<file path="src/rtl/ahb_burst_master.sv">
// AHB-Lite burst master: takes one client command at a time and runs it as a
// locked, pipelined NONSEQ/SEQ burst, streaming write data in and read data out.
module ahb_burst_master #(
  parameter logic [3:0]  HPROT_VAL     = 4'b0011,
  parameter int unsigned GRANT_TIMEOUT = 64
) (
  input  logic        hclk,
  input  logic        hreset,
  input  logic        cmd_valid,
  output logic        cmd_ready,
  input  logic        cmd_write,
  input  logic [31:0] cmd_addr,
  input  logic [2:0]  cmd_burst,
  input  logic [4:0]  cmd_len,
  input  logic [31:0] wdata,
  output logic        wdata_ack,
  output logic [31:0] rdata,
  output logic        rdata_valid,
  output logic        done,
  output logic        done_err,
  output logic        hbusreq,
  input  logic        hgrant,
  output logic        hmastlock,
  output logic [31:0] haddr,
  output logic [1:0]  htrans,
  output logic        hwrite,
  output logic [2:0]  hsize,
  output logic [2:0]  hburst,
  output logic [3:0]  hprot,
  output logic [31:0] hwdata,
  input  logic        hready,
  input  logic [31:0] hrdata,
  input  logic        hresp
);

  localparam logic [1:0] TR_IDLE   = 2'b00;
  localparam logic [1:0] TR_NONSEQ = 2'b10;
  localparam logic [1:0] TR_SEQ    = 2'b11;

  localparam int TW = (GRANT_TIMEOUT > 1) ? $clog2(GRANT_TIMEOUT) : 1;
  localparam logic [TW-1:0] WAIT_LAST = TW'((GRANT_TIMEOUT == 0) ? 0 : GRANT_TIMEOUT - 1);

  typedef enum logic [2:0] {S_IDLE, S_REQ, S_ADDR, S_BURST, S_LAST} state_t;

  state_t        state;
  logic [4:0]    beats_left;
  logic [TW-1:0] wait_cnt;
  logic          lost;
  logic          write_q;
  logic [2:0]    burst_q;
  logic [31:0]   start_q;

  function automatic logic [4:0] beat_count(input logic [2:0] burst, input logic [4:0] len);
    case (burst)
      3'b000:         beat_count = 5'd1;
      3'b001:         beat_count = (len == 5'd0 || len > 5'd16) ? 5'd16 : len;
      3'b010, 3'b011: beat_count = 5'd4;
      3'b100, 3'b101: beat_count = 5'd8;
      default:        beat_count = 5'd16;
    endcase
  endfunction

  function automatic logic [31:0] next_addr(input logic [31:0] a, input logic [2:0] burst);
    logic [31:0] mask;
    case (burst)
      3'b010:  mask = 32'h0000_000F;
      3'b100:  mask = 32'h0000_001F;
      3'b110:  mask = 32'h0000_003F;
      default: mask = 32'h0000_0000;
    endcase
    if (mask == 32'h0)
      next_addr = a + 32'd4;
    else
      next_addr = (a & ~mask) | ((a + 32'd4) & mask);
  endfunction

  assign hsize = 3'b010;

  // Combinational so the client can present the next beat before the following edge.
  assign wdata_ack = !hreset && write_q && hready &&
                     (state == S_ADDR || (state == S_BURST && !hresp));

  // Command capture (data only, no reset needed)
  always_ff @(posedge hclk) begin
    if (state == S_IDLE && cmd_valid && cmd_ready) begin
      write_q <= cmd_write;
      burst_q <= cmd_burst;
      start_q <= cmd_addr & ~32'h3;
    end
  end

  // Control FSM and registered bus outputs
  always_ff @(posedge hclk) begin
    if (hreset) begin
      state       <= S_IDLE;
      cmd_ready   <= 1'b0;
      hbusreq     <= 1'b0;
      hmastlock   <= 1'b0;
      haddr       <= '0;
      htrans      <= TR_IDLE;
      hwrite      <= 1'b0;
      hburst      <= '0;
      hprot       <= '0;
      hwdata      <= '0;
      rdata       <= '0;
      rdata_valid <= 1'b0;
      done        <= 1'b0;
      done_err    <= 1'b0;
      beats_left  <= '0;
      wait_cnt    <= '0;
      lost        <= 1'b0;
    end else begin
      rdata_valid <= 1'b0;
      done        <= 1'b0;
      done_err    <= 1'b0;
      hprot       <= HPROT_VAL;
      case (state)
        S_IDLE: begin
          cmd_ready <= 1'b1;
          if (cmd_valid && cmd_ready) begin
            cmd_ready  <= 1'b0;
            beats_left <= beat_count(cmd_burst, cmd_len) - 5'd1;
            wait_cnt   <= '0;
            lost       <= 1'b0;
            hbusreq    <= 1'b1;
            state      <= S_REQ;
          end
        end
        S_REQ: begin
          if (hgrant && hready) begin
            state     <= S_ADDR;
            htrans    <= TR_NONSEQ;
            haddr     <= start_q;
            hwrite    <= write_q;
            hburst    <= burst_q;
            hmastlock <= 1'b1;
            wait_cnt  <= '0;
          end else if (GRANT_TIMEOUT != 0 && wait_cnt == WAIT_LAST) begin
            hbusreq   <= 1'b0;
            done      <= 1'b1;
            done_err  <= 1'b1;
            cmd_ready <= 1'b1;
            wait_cnt  <= '0;
            state     <= S_IDLE;
          end else begin
            wait_cnt <= wait_cnt + 1'b1;
          end
        end
        S_ADDR, S_BURST: begin
          if (hready) begin
            if (state == S_BURST && hresp) begin
              // Error on the previous beat: the address phase just taken is dropped.
              htrans    <= TR_IDLE;
              hmastlock <= 1'b0;
              hbusreq   <= 1'b0;
              done      <= 1'b1;
              done_err  <= 1'b1;
              cmd_ready <= 1'b1;
              state     <= S_IDLE;
            end else begin
              if (write_q)
                hwdata <= wdata;
              if (state == S_BURST && !write_q) begin
                rdata       <= hrdata;
                rdata_valid <= 1'b1;
              end
              if (beats_left == 5'd0 || !hgrant) begin
                htrans    <= TR_IDLE;
                hmastlock <= 1'b0;
                hbusreq   <= 1'b0;
                lost      <= (beats_left != 5'd0);
                state     <= S_LAST;
              end else begin
                htrans     <= TR_SEQ;
                haddr      <= next_addr(haddr, burst_q);
                beats_left <= beats_left - 5'd1;
                state      <= S_BURST;
              end
            end
          end
        end
        S_LAST: begin
          if (hready) begin
            if (!hresp && !write_q) begin
              rdata       <= hrdata;
              rdata_valid <= 1'b1;
            end
            done      <= 1'b1;
            done_err  <= hresp | lost;
            lost      <= 1'b0;
            cmd_ready <= 1'b1;
            state     <= S_IDLE;
          end
        end
        default: state <= S_IDLE;
      endcase
    end
  end

endmodule
</file>
<file path="config.mk">
export PLATFORM = sky130hd
export DESIGN_NAME = ahb_burst_master
export DESIGN_NICKNAME = d
export VERILOG_FILES = /design/src/rtl/ahb_burst_master.sv
export SDC_FILE = /design/constraint.sdc
export NUM_CORES = 1
export LEC_CHECK = 0
export BUFFER_PORTS_ARGS = -buffer_cell sky130_fd_sc_hd__buf_2
export CORE_UTILIZATION = 35
export CTS_BUF_LIST = sky130_fd_sc_hd__clkbuf_4
export DETAILED_ROUTE_END_ITERATION = 12
export SYNTH_ARGS = -nofsm -noshare
export SYNTH_HDL_FRONTEND = slang
export SYNTH_SLANG_ARGS = --single-unit
</file>
<file path="constraint.sdc">
create_clock -name hclk -period 10.4 [get_ports hclk]
set_clock_uncertainty 0.05 [all_clocks]
set_input_delay 1.56 -clock hclk [delete_from_list [all_inputs] [get_ports hclk]]
set_output_delay 1.56 -clock hclk [all_outputs]
set_load 0.02 [all_outputs]
</file>
* After elaboration in Yosys (flattened, before gate mapping) *
Cells that the tools add are included.

storage, ports and cells
  register bits after elaboration = 161
  bits in latches = 0
  RAM bits = 0
  ROM bits = 0
  output and inout bits = 116
  logic and storage cells = 186
  memories kept = 0

operators by class
  add/sub/neg operators = 4
  multiply operators = 0
  div/mod/pow operators = 0
  magnitude comparators = 1
  equal/unequal tests = 27
  shifts and indexed selects = 0
  muxes and demuxes = 82
  bitwise operators = 6
  reduce and logical (&&, ||, !) cells = 46

operators by type and width
  cell                                           count
  2-to-1 mux 32 bit                              15
  case mux 32 bit (2 select lines)               2
  AND 32 bit                                     2
  2-to-1 mux 5 bit                               8
  adder 32 x 3 -> 32 bit, second input constant  1
  logical NOT 32 bit                             1
  NOT 32 bit                                     1
  bitwise OR 32 bit                              1
  2-to-1 mux 1 bit                               29
  AND reduction 6 bit                            4
  inequality test 2 bit, second input constant   11
  2-to-1 mux 3 bit                               7
  case mux 5 bit (4 select lines)                1
  2-to-1 mux 6 bit                               3
  case mux 6 bit (3 select lines)                1
  == test 3 x 2 -> 1 bit, second input constant  5
  == test 3 bit, second input constant           5
  case mux 1 bit (3 select lines)                4
  case mux 3 bit (4 select lines)                1
  case mux 6 bit (2 select lines)                1
  AND reduction 4 bit                            3
  logical AND 1 bit                              11
  logical NOT 5 bit                              2
  2-to-1 mux 2 bit                               5
  other kinds (24)                               42

* Logic depth before layout (Yosys ltp) *
Gate-level depths: netlist (run 1).

  word-level depth = 15
  gate-level depth with buffers = 9
  depth with buffers taken out = 8

* Least setup slack after synthesis (run 1) *
OpenSTA, ideal clock, no wires.

  kind = input -> register
  from = in cmd_valid
  to = reg beats_left[4]
  library setup time = 0.134 ns
  arrival time = 5.895 ns
  slack = 4.321 ns
  stages on the path = 5
  path buffers = 0
  path through = nand2_1 > nor4_1 > a21oi_2 > a311oi_1 > o32ai_1

on the way
  cells in the longest elaborated chain, start to end = 3

RTL lines
  item                                      line  RTL
  start, declared                           9     input logic cmd_valid,
  logical AND 1 bit                         120   if (cmd_valid && cmd_ready) begin
  inequality test 2 x 1 -> 1 bit (no line)  --
  AND reduction 5 bit (no line)             --
  end signal, assigned                      122   beats_left <= beat_count(cmd_burst, cmd_len) - 5'd1;
  end signal, assigned                      176   beats_left <= beats_left - 5'd1;
  end, declared                             46    logic [4:0] beats_left;

No other way between the ends.
A chain may end at the register's enable or synchronous reset.

* Final worst setup path (run 1) *
  from = in hresp
  to = out wdata_ack

on the way
  cells in the longest elaborated chain, start to end = 4

RTL lines
  item               line  RTL
  start, declared    33    input logic hresp
  logical NOT 1 bit  81    (state == S_ADDR || (state == S_BURST && !hresp));
  logical AND 1 bit  81
  logical OR 1 bit   81
  logical AND 1 bit  80    assign wdata_ack = !hreset && write_q && hready &&
  end, declared      16    output logic wdata_ack,

No other way between the ends.

==> flow_summary_export.csv, run 1 <==
group,metric,value,unit
route,vias,6356,
critical_path,critPathRequiredTime,8790,ps
sta,setup_ws,6250,ps
min_path,worstHoldPathCells,2,
clocking,tritoncts,"done",
sta,drv_slew,0,
min_path,hp-class,"register to register",
floorplanning,ios,227,
yosys,synthDistinctLibCells,64,
route,drt_iter0_drc,416,
yosys,synthArstFlopShare,0,%
sta,rsz0062_at_grt,"no",
placed_design,gp_congestion,0.813,
clocking,cts_resized,0,
clocking,cts_made_buffers,17,
cells_and_area,fin_cells,1262,
clocking,clock_latency,540,ps
floorplanning,rows,50,
power,powerDensity,142,nW/um^2
route,routed_via_density,5.04,
route,wire_per_inst,15.0,um
yosys,synth_top_area_share,36.7,%
yosys,synth_top_family_by_area,"simple AND/OR/NAND/NOR gates",
yosys,synth_top_cell_by_area,"dfxtp_1",
global_routing,grt_max_degree,61,
sta,tns,0,ps
cells_and_area,most-common-layout-cells,"buf_2, nand2_1, dfxtp_1",
route,drc_errors,0,
sta,hold_viol,0,
sta,fin_crit_sh,39.9,%
critical_path,cp_max_fo,6,
placed_design,portBuffers,219,
cells_and_area,fillCellCount,1963,
cells_and_area,layout-drive-gt1-share,27.1,%
sta,setup_viol_count_final,0,
cells_and_area,nets,1103,
clocking,clk_path_buf_depth,2,
yosys,synthTopCellsByArea,"dfxtp_1, edfxtp_1, nand2_1, a21oi_1, nor2_1",
clocking,htree_levels,4,
job,maxCapViolations,0,
floorplanning,core,18800,um^2
yosys,synth_compound_area_share,19.3,%
yosys,synthFlopType,"dfxtp_1",
yosys,synth_xor_area_share,0.906,%
placed_design,pre_cts_slack,6280,ps
min_path,hp-start,"rdata[12]$_SDFFE_PP0P_",
route,totalWireLength,18.9,mm
sta,slew_headroom,43.6,%
critical_path,r2r-end,"beats_left[4]$_SDFFE_PP0P_",
critical_path,r2r_slack,7790,ps
clocking,path_clk_slew,140,ps
critical_path,reg2reg_depth,6,
yosys,yosysWarnings,0,
yosys,yosys.area_share.simple,22.9,%
power,peakVddDrop,0.0848,mV
global_routing,overflow,0,
yosys,synth_edf_count,34,
min_path,whs_endpoint,"rdata[12]$_SDFFE_PP0P_",
global_routing,grt_pass1_wl,29.2,mm
clocking,cts.hold.buffers_added,0,
critical_path,critPathKind,"primary input to primary output",
yosys,synth_adder_area_share,0.740,%
global_routing,antenna_found_initial,1,
critical_path,startpoint_type,"primary input",
global_routing,grtUsageTotal,18.7,%
status,status,"complete, no violations",
cells_and_area,area_growth,23.8,%
floorplanning,die-area,19900,um^2
route,ant_nets,0,
critical_path,r2r-start,"state[0]$_SDFFE_PP0P_",
sta,worst_pin_slew,846,ps
floorplanning,die_w,141,um
yosys,syn_avg_cell_area,8.53,um^2
placed_design,placedCellCount,1229,
critical_path,crit_arrival,2540,ps
floorplanning,initial_utilization,35.9,%
yosys,synthCells,793,
yosys,yosysSeqAreaShare,51.8,%
route,drt-pass1-iter-count,5,
cells_and_area,final_common_cell,"buf_2",
cells_and_area,multi_input_area,3010,um^2
clocking,clkSinkCount,158,
yosys,syn_area,6770,um^2
placed_design,dp_hpwl,12.8,mm
floorplanning,chipHeight,141,um
cells_and_area,regArea,3500,um^2
sta,fmax,241,MHz
sta,holdWs,409,ps
clocking,root_buffer,"clkbuf_4",
global_routing,grt_pass1_vias,5539,
power,p_leak,3.40,nW
yosys,synth.area.mux_share,0.296,%
clocking,cts_setup_buffers,0,
critical_path,endpoint_kind,"primary output",
sta,final.min_clock_period,4150,ps
yosys,synth-seq-cells,158,
-- worst max path at each step --
stage	from	end	cells after the start
finish	hresp	wdata_ack	5
global placement	hresp	wdata_ack	5
detailed placement	hresp	wdata_ack	5
CTS	hresp	wdata_ack	5
floorplan	cmd_valid	beats_left[4]$_SDFFE_PP0P_	5
global route	hresp	wdata_ack	5
-- power by group --
group / total (mW) / switching, mW / internal [mW]
combinational: 0.0980 / 0.0599 / 0.0380
clock: 0.433 / 0.234 / 0.199
sequential: 0.655 / 0.0127 / 0.643
-- cell type report --
| class | count | share of cell area [%] |
|---|---|---|
| antenna | 1 | 0.0299 |
| clock buffer | 18 | 1.61 |
| clock inverter | 14 | 2.42 |
| inverter | 6 | 0.269 |
| multi-input combinational | 576 | 35.9 |
| sequential | 158 | 41.8 |
| tap | 260 | 3.88 |
| timing repair buffer | 229 | 14.0 |
-- critical path, cell delays in order --
cell	delay (ps)
buf_2	130
a21oi_1	320
nand3_1	210
nor2_1	140
buf_2	180
-- logic make-up (layout without fill, tap and decap cells) --
kind of cell               count (synthesis)  after routing
buffers and inverters                     62            267
DFF                                      158            158
and+or+nand+nor                          345            345
xor gates and xnor gates                   7              7
other                                      2              6
adders and majority gates                  4              4
muxes                                      2              2
AOI/OAI and AO/OA                        213            213
-- sequential cells by signal (all words and copies together), names as in the netlist, named ones only --
name	cells
beats_left	5
burst_q	3
cmd_ready	1
done	1
done_err	1
haddr	30
hburst	3
hbusreq	1
hmastlock	1
hprot	1
htrans	2
hwdata	32
hwrite	1
lost	1
rdata	32
rdata_valid	1
start_q	30
state	3
wait_cnt	6
write_q	1
-- synthesized netlist by cell type (5+ instances only) --
library cell and count:
nor2b_1 6, nand3b_1 5, nor3_1 16, o21ai_0 28
edfxtp_1 34, buf_2 12, o31ai_1 7, and3_1 8
nor2_1 52, nor4_1 9, inv_1 6, clkbuf_1 37
a22oi_1 13, nand2_1 194, nand3_1 22, a21o_1 5
a311oi_1 6, nand4_1 7, a21oi_1 110, dfxtp_1 124
nand2b_1 6, buf_4 6
-- stage by stage --
| step | instance area [um^2] | total power, mW | utilization [%] |
|---|---|---|---|
| after floorplan | 6780 | 0.725 | - |
| after global placement | 8030 | 0.766 | 42.7 |
| after detailed placement | 8030 | 0.767 | 42.7 |
| after CTS | 8370 | 1.20 | 44.5 |
| after global routing | 8370 | 1.24 | 44.5 |
| final | 8370 | 1.19 | 44.5 |
-- metal layers --
metal	up-vias	track usage [%]	wire, um
met1	2950	25.0	8550
met2	207	30.2	9140
met3	15	3.87	1000
met5	-	0	0
met4	0	6.01	225
li1	3184	-	-
Power figures use the tool's default switching activity.
==> run 2: changes to the inputs <==
==> constraint.sdc (replaced) <==
create_clock -name hclk -period 3.5 [get_ports hclk]
set_clock_uncertainty 0.05 [all_clocks]
set_input_delay 0.525 -clock hclk [delete_from_list [all_inputs] [get_ports hclk]]
set_output_delay 0.525 -clock hclk [all_outputs]
set_load 0.02 [all_outputs]
==> flow_summary_export.csv, run 2 (synthesis results as in run 1) <==
group,metric,value,unit
critical_path,r2r-end,"haddr[19]$_SDFFE_PP0P_",
route,drc_errors,0,
clocking,cts_resized,0,
global_routing,grt_max_degree,51,
sta,tns,0,ps
floorplanning,chipHeight,141,um
floorplanning,rows,50,
critical_path,critPathCapture,"wdata_ack",
cells_and_area,final_common_cell,"buf_2",
placed_design,portBuffers,219,
route,drt-pass1-iter-count,5,
floorplanning,die-area,19900,um^2
clocking,root_buffer,"clkbuf_4",
critical_path,endpoint_kind,"primary output",
route,vias,6361,
power,p_leak,3.36,nW
placed_design,pre_cts_slack,734,ps
clocking,clkSinkCount,158,
global_routing,grtUsageTotal,19.1,%
critical_path,crit_arrival,2020,ps
clocking,htree_levels,4,
sta,fmax,386,MHz
sta,worst_pin_slew,888,ps
power,peakVddDrop,0.185,mV
clocking,cts.hold.buffers_added,0,
clocking,cts_made_buffers,17,
cells_and_area,reg.largest.list,"hwdata: 32 flops, rdata: 32 flops",
global_routing,grt_pass1_wl,29.9,mm
clocking,cts_setup_buffers,0,
critical_path,r2r_slack,990,ps
critical_path,startpoint,"state[1]$_SDFFE_PP0P_",
sta,hold_viol,0,
floorplanning,core,18800,um^2
cells_and_area,layout-drive-gt1-share,27.3,%
clocking,clk_path_buf_depth,2,
route,drt_iter0_drc,346,
route,totalWireLength,19.0,mm
job,maxCapViolations,0,
floorplanning,ios,227,
global_routing,antenna_found_initial,2,
critical_path,r2r-start,"state[1]$_SDFFE_PP0P_",
critical_path,startpoint_type,"register",
sta,drv_slew,0,
sta,rsz0062_at_grt,"no",
global_routing,grt_pass1_vias,5688,
clocking,tritoncts,"done",
min_path,hp-class,"primary input to register",
sta,slew_headroom,40.8,%
cells_and_area,fillCellCount,1961,
global_routing,overflow,0,
placed_design,dp_hpwl,13.1,mm
clocking,clock_latency,550,ps
sta,setup_ws,908,ps
cells_and_area,most-common-layout-cells,"buf_2, nand2_1, dfxtp_1",
critical_path,reg2reg_depth,6,
clocking,path_clk_slew,150,ps
critical_path,critPathRequiredTime,2920,ps
cells_and_area,area_growth,22.9,%
critical_path,cp_max_fo,11,
cells_and_area,nets,1105,
power,powerDensity,393,nW/um^2
status,status,"complete, no violations",
critical_path,critPathKind,"register to primary output",
route,wire_per_inst,15.0,um
route,routed_via_density,5.02,
sta,final.min_clock_period,2590,ps
placed_design,gp_congestion,0.819,
floorplanning,die_w,141,um
sta,setup_viol_count_final,0,
route,ant_nets,0,
sta,fin_crit_sh,74.1,%
floorplanning,initial_utilization,35.9,%
run 2: per-layer routing:
metal / vias up / global-route usage, % / share of wire, %
met2: 187 / 31.2 / 48
met4: 0 / 6.01 / 1.1
met1: 2955 / 25.4 / 47
met5: - / 0 / 0
met3: 14 / 3.74 / 4.5
li1: 3205 / - / -
run 2: worst min-delay path by stage:
stage / from / to / slack (ps) / depth (start not counted)
2_1_floorplan: beats_left[0]$_SDFFE_PP0P_ / beats_left[0]$_SDFFE_PP0P_ / 390 / 2
6_report: cmd_addr[28] / start_q[28]$_DFFE_PP_ / 90 / 1
4_1_cts: cmd_addr[14] / start_q[14]$_DFFE_PP_ / 30 / 1
3_3_place_gp: rdata[2]$_SDFFE_PP0P_ / rdata[2]$_SDFFE_PP0P_ / 390 / 2
5_1_grt: cmd_addr[2] / start_q[2]$_DFFE_PP_ / 20 / 1
3_5_place_dp: hwdata[22]$_SDFFE_PP0P_ / hwdata[22]$_SDFFE_PP0P_ / 390 / 2
run 2: report_power, final:
| group | total (mW) | leakage, nW | internal, mW | switching, mW |
|---|---|---|---|---|
| combinational | 0.294 | 1.91 | 0.114 | 0.180 |
| clock | 1.03 | 0.135 | 0.304 | 0.726 |
| sequential | 1.95 | 1.32 | 1.91 | 0.0371 |
run 2: final cells by class:
class | count | area, um^2 | share of cell area (%)
Sequential cell | 158 | 3500 | 42.1
Multi-Input combinational cell | 576 | 3020 | 36.3
Timing Repair Buffer | 231 | 1190 | 14.3
Tap cell | 260 | 325 | 3.91
Clock buffer | 17 | 128 | 1.53
Clock inverter | 15 | 123 | 1.47
Inverter | 6 | 22.5 | 0.271
Antenna cell | 3 | 7.51 | 0.0903
run 2: per-stage QoR:
step	instance area (um^2)	total power, mW	std cells	util [%]	hold WS, ps
global placement	8060	2.28	1231	42.8	389
finish	8320	3.27	1266	44.2	93.6
CTS	8310	3.32	1263	44.1	27.8
detailed placement	8060	2.28	1231	42.8	394
global route	8320	3.43	1266	44.2	15.9
floorplan	6780	2.15	796	-	390
run 2: worst max-delay path, stage by stage (launching register included):
cell	delay, ps
dfxtp_1	600
nand2b_1	120
a21oi_1	270
nand3_1	190
nor2_1	120
buf_2	180
==> run 3: changes to the inputs <==
--- a/config.mk
+++ b/config.mk
@@ -5,6 +5,7 @@
 export SDC_FILE = /design/constraint.sdc
 export NUM_CORES = 1
 export LEC_CHECK = 0
+export ABC_AREA = 1
 export BUFFER_PORTS_ARGS = -buffer_cell sky130_fd_sc_hd__buf_2
 export CORE_UTILIZATION = 35
 export CTS_BUF_LIST = sky130_fd_sc_hd__clkbuf_4
==> constraint.sdc (replaced) <==
create_clock -name hclk -period 2.6 [get_ports hclk]
set_clock_uncertainty 0.05 [all_clocks]
set_input_delay 0.39 -clock hclk [delete_from_list [all_inputs] [get_ports hclk]]
set_output_delay 0.39 -clock hclk [all_outputs]
set_load 0.02 [all_outputs]
==> flow_summary_export.csv, run 3 <==
group,metric,value,unit
critical_path,r2r_slack,540,ps
clocking,root_buffer,"clkbuf_4",
clocking,clkSinkCount,158,
critical_path,startpoint,"state[2]$_SDFFE_PP0P_",
floorplanning,die-area,21400,um^2
yosys,synthDistinctLibCells,35,
cells_and_area,final_area,9950,um^2
min_path,worstHoldPathCells,3,
route,vias,7636,
cells_and_area,fin_cells,1632,
route,totalWireLength,21.8,mm
yosys,yosysSeqAreaShare,48.1,%
sta,hold_viol,0,
route,drc_errors,0,
critical_path,critPathCapture,"wdata_ack",
clocking,cts_made_buffers,17,
clocking,tritoncts,"done",
yosys,synthCells,1038,
sta,rsz0062_at_grt,"no",
placed_design,gp_congestion,0.954,
critical_path,r2r-end,"haddr[14]$_SDFFE_PP0P_",
cells_and_area,area_growth,36.6,%
yosys,synthArstFlopShare,0,%
status,status,"complete, no violations",
floorplanning,initial_utilization,35.9,%
placed_design,portBuffers,219,
cells_and_area,final_common_cell,"nor2_1",
sta,drv_slew,0,
critical_path,startpoint_type,"register",
cells_and_area,reg.largest.list,"hwdata: 32 flops, rdata: 32 flops",
sta,tns,0,ps
floorplanning,ios,227,
yosys,synth_edf_count,34,
floorplanning,die_w,146,um
yosys,synth.most_common_cell,"nor2_1",
yosys,syn_avg_cell_area,7.02,um^2
clocking,clock_latency,560,ps
critical_path,crit_arrival,1890,ps
cells_and_area,most-common-layout-cells,"nor2_1, nand2_1, buf_2",
critical_path,endpoint_kind,"primary output",
yosys,synthFlopType,"dfxtp_1",
power,p_leak,4.62,nW
sta,final.min_clock_period,2330,ps
cells_and_area,nets,1463,
sta,fmax,430,MHz
route,ant_nets,0,
route,wire_per_inst,13.4,um
sta,fin_crit_sh,89.5,%
clocking,cts_setup_buffers,0,
clocking,path_clk_slew,150,ps
min_path,hp-start,"wdata[26]",
yosys,yosysWarnings,0,
route,drt-pass1-iter-count,5,
global_routing,grt_pass1_vias,7613,
clocking,htree_levels,4,
yosys,synth-seq-cells,158,
route,routed_via_density,4.68,
critical_path,cp_max_fo,25,
floorplanning,rows,52,
min_path,hp-class,"primary input to register",
sta,setup_ws,273,ps
yosys,synth_top_area_share,34.1,%
job,maxCapViolations,0,
sta,holdWs,75.5,ps
sta,setup_viol_count_final,0,
critical_path,critPathKind,"register to primary output",
global_routing,overflow,0,
clocking,clk_path_buf_depth,2,
power,powerDensity,790,nW/um^2
floorplanning,chipHeight,146,um
route,drt_iter0_drc,418,
floorplanning,core,20300,um^2
yosys,synthTopCellsByArea,"dfxtp_1, nor2_1, edfxtp_1, nand2_1, o21ai_0",
global_routing,grt_max_degree,48,
yosys,synth_common_cells,"nor2_1, nand2_1, dfxtp_1",
critical_path,critPathRequiredTime,2160,ps
placed_design,placedCellCount,1505,
placed_design,dp_hpwl,15.4,mm
global_routing,grtUsageTotal,21.1,%
global_routing,grt_pass1_wl,36.2,mm
power,finalPower,7.86,mW
global_routing,antenna_found_initial,1,
yosys,synth_top_cell_by_area,"dfxtp_1",
yosys,syn_area,7290,um^2
power,peakVddDrop,0.396,mV
critical_path,r2r-start,"haddr[2]$_SDFFE_PP0P_",
cells_and_area,layout-drive-gt1-share,21.1,%
placed_design,pre_cts_slack,96.0,ps
critical_path,reg2reg_depth,9,
placed_design,place_area,8690,um^2
cells_and_area,post-route-util,49.0,%
-- run 3: cell types whose count changed after synthesis, moves of 20 or more --
cell	delta
nor2_1	+228
inv_1	+81
o21ai_0	+64
a21oi_1	-61
nand2_1	+40
nand3_1	+20
-- run 3: area by class of cell --
class	instances	area, um^2
flip-flops and latches	158	3500
multi-input cells	750	3240
inverters	90	339
clock inverters	15	175
diodes	1	2.50
fillers	2092	10300
well taps	270	338
clock buffers	17	128
repair buffers	331	2220
-- run 3: what timing repair did --
item	CTS	global route
hold buffers	94	0
setup endpoints to repair	1	1
endpoints found under the hold margin	94	0
gates resized for setup	1	2
-- run 3: cell families (layout without fill, tap and decap cells) --
group	after synthesis	after routing	share of synthesized area, %
compound gates	147	147	10.3
flops	158	158	48.1
xor+xnor	2	2	0.240
simple gates	592	592	32.8
buf+inv	133	453	7.81
other cells	2	6	0.103
fa+ha+maj	4	4	0.687
-- run 3: power by group --
| part | switching (mW) | internal (mW) |
|---|---|---|
| Clock | 1.05 | 0.451 |
| Sequential | 0.318 | 2.93 |
| Combinational | 2.03 | 1.08 |
-- run 3: worst max-delay path, stage by stage, from the launching register on --
cell,delay (ps)
dfxtp_1,410
inv_2,160
nand2_8,150
nor2_4,200
nand3_1,140
nor2_1,110
buf_2,180
-- run 3: worst min path at each step --
stage	slack, ps	endpoint
floorplan	390	lost$_SDFFE_PP0P_
global placement	380	haddr[0]$_SDFFE_PP0P_
detailed placement	390	haddr[0]$_SDFFE_PP0P_
CTS	20	hwdata[26]$_SDFFE_PP0P_
global route	1	hwdata[29]$_SDFFE_PP0P_
finish	80	hwdata[26]$_SDFFE_PP0P_
-- run 3: layer usage --
layer	GRT usage [%]	wire length, um	vias up
met5	0	0	-
met4	6.67	412	0
met3	6.34	1650	25
met2	38.4	10900	251
met1	23.4	8930	3449
li1	-	-	3911
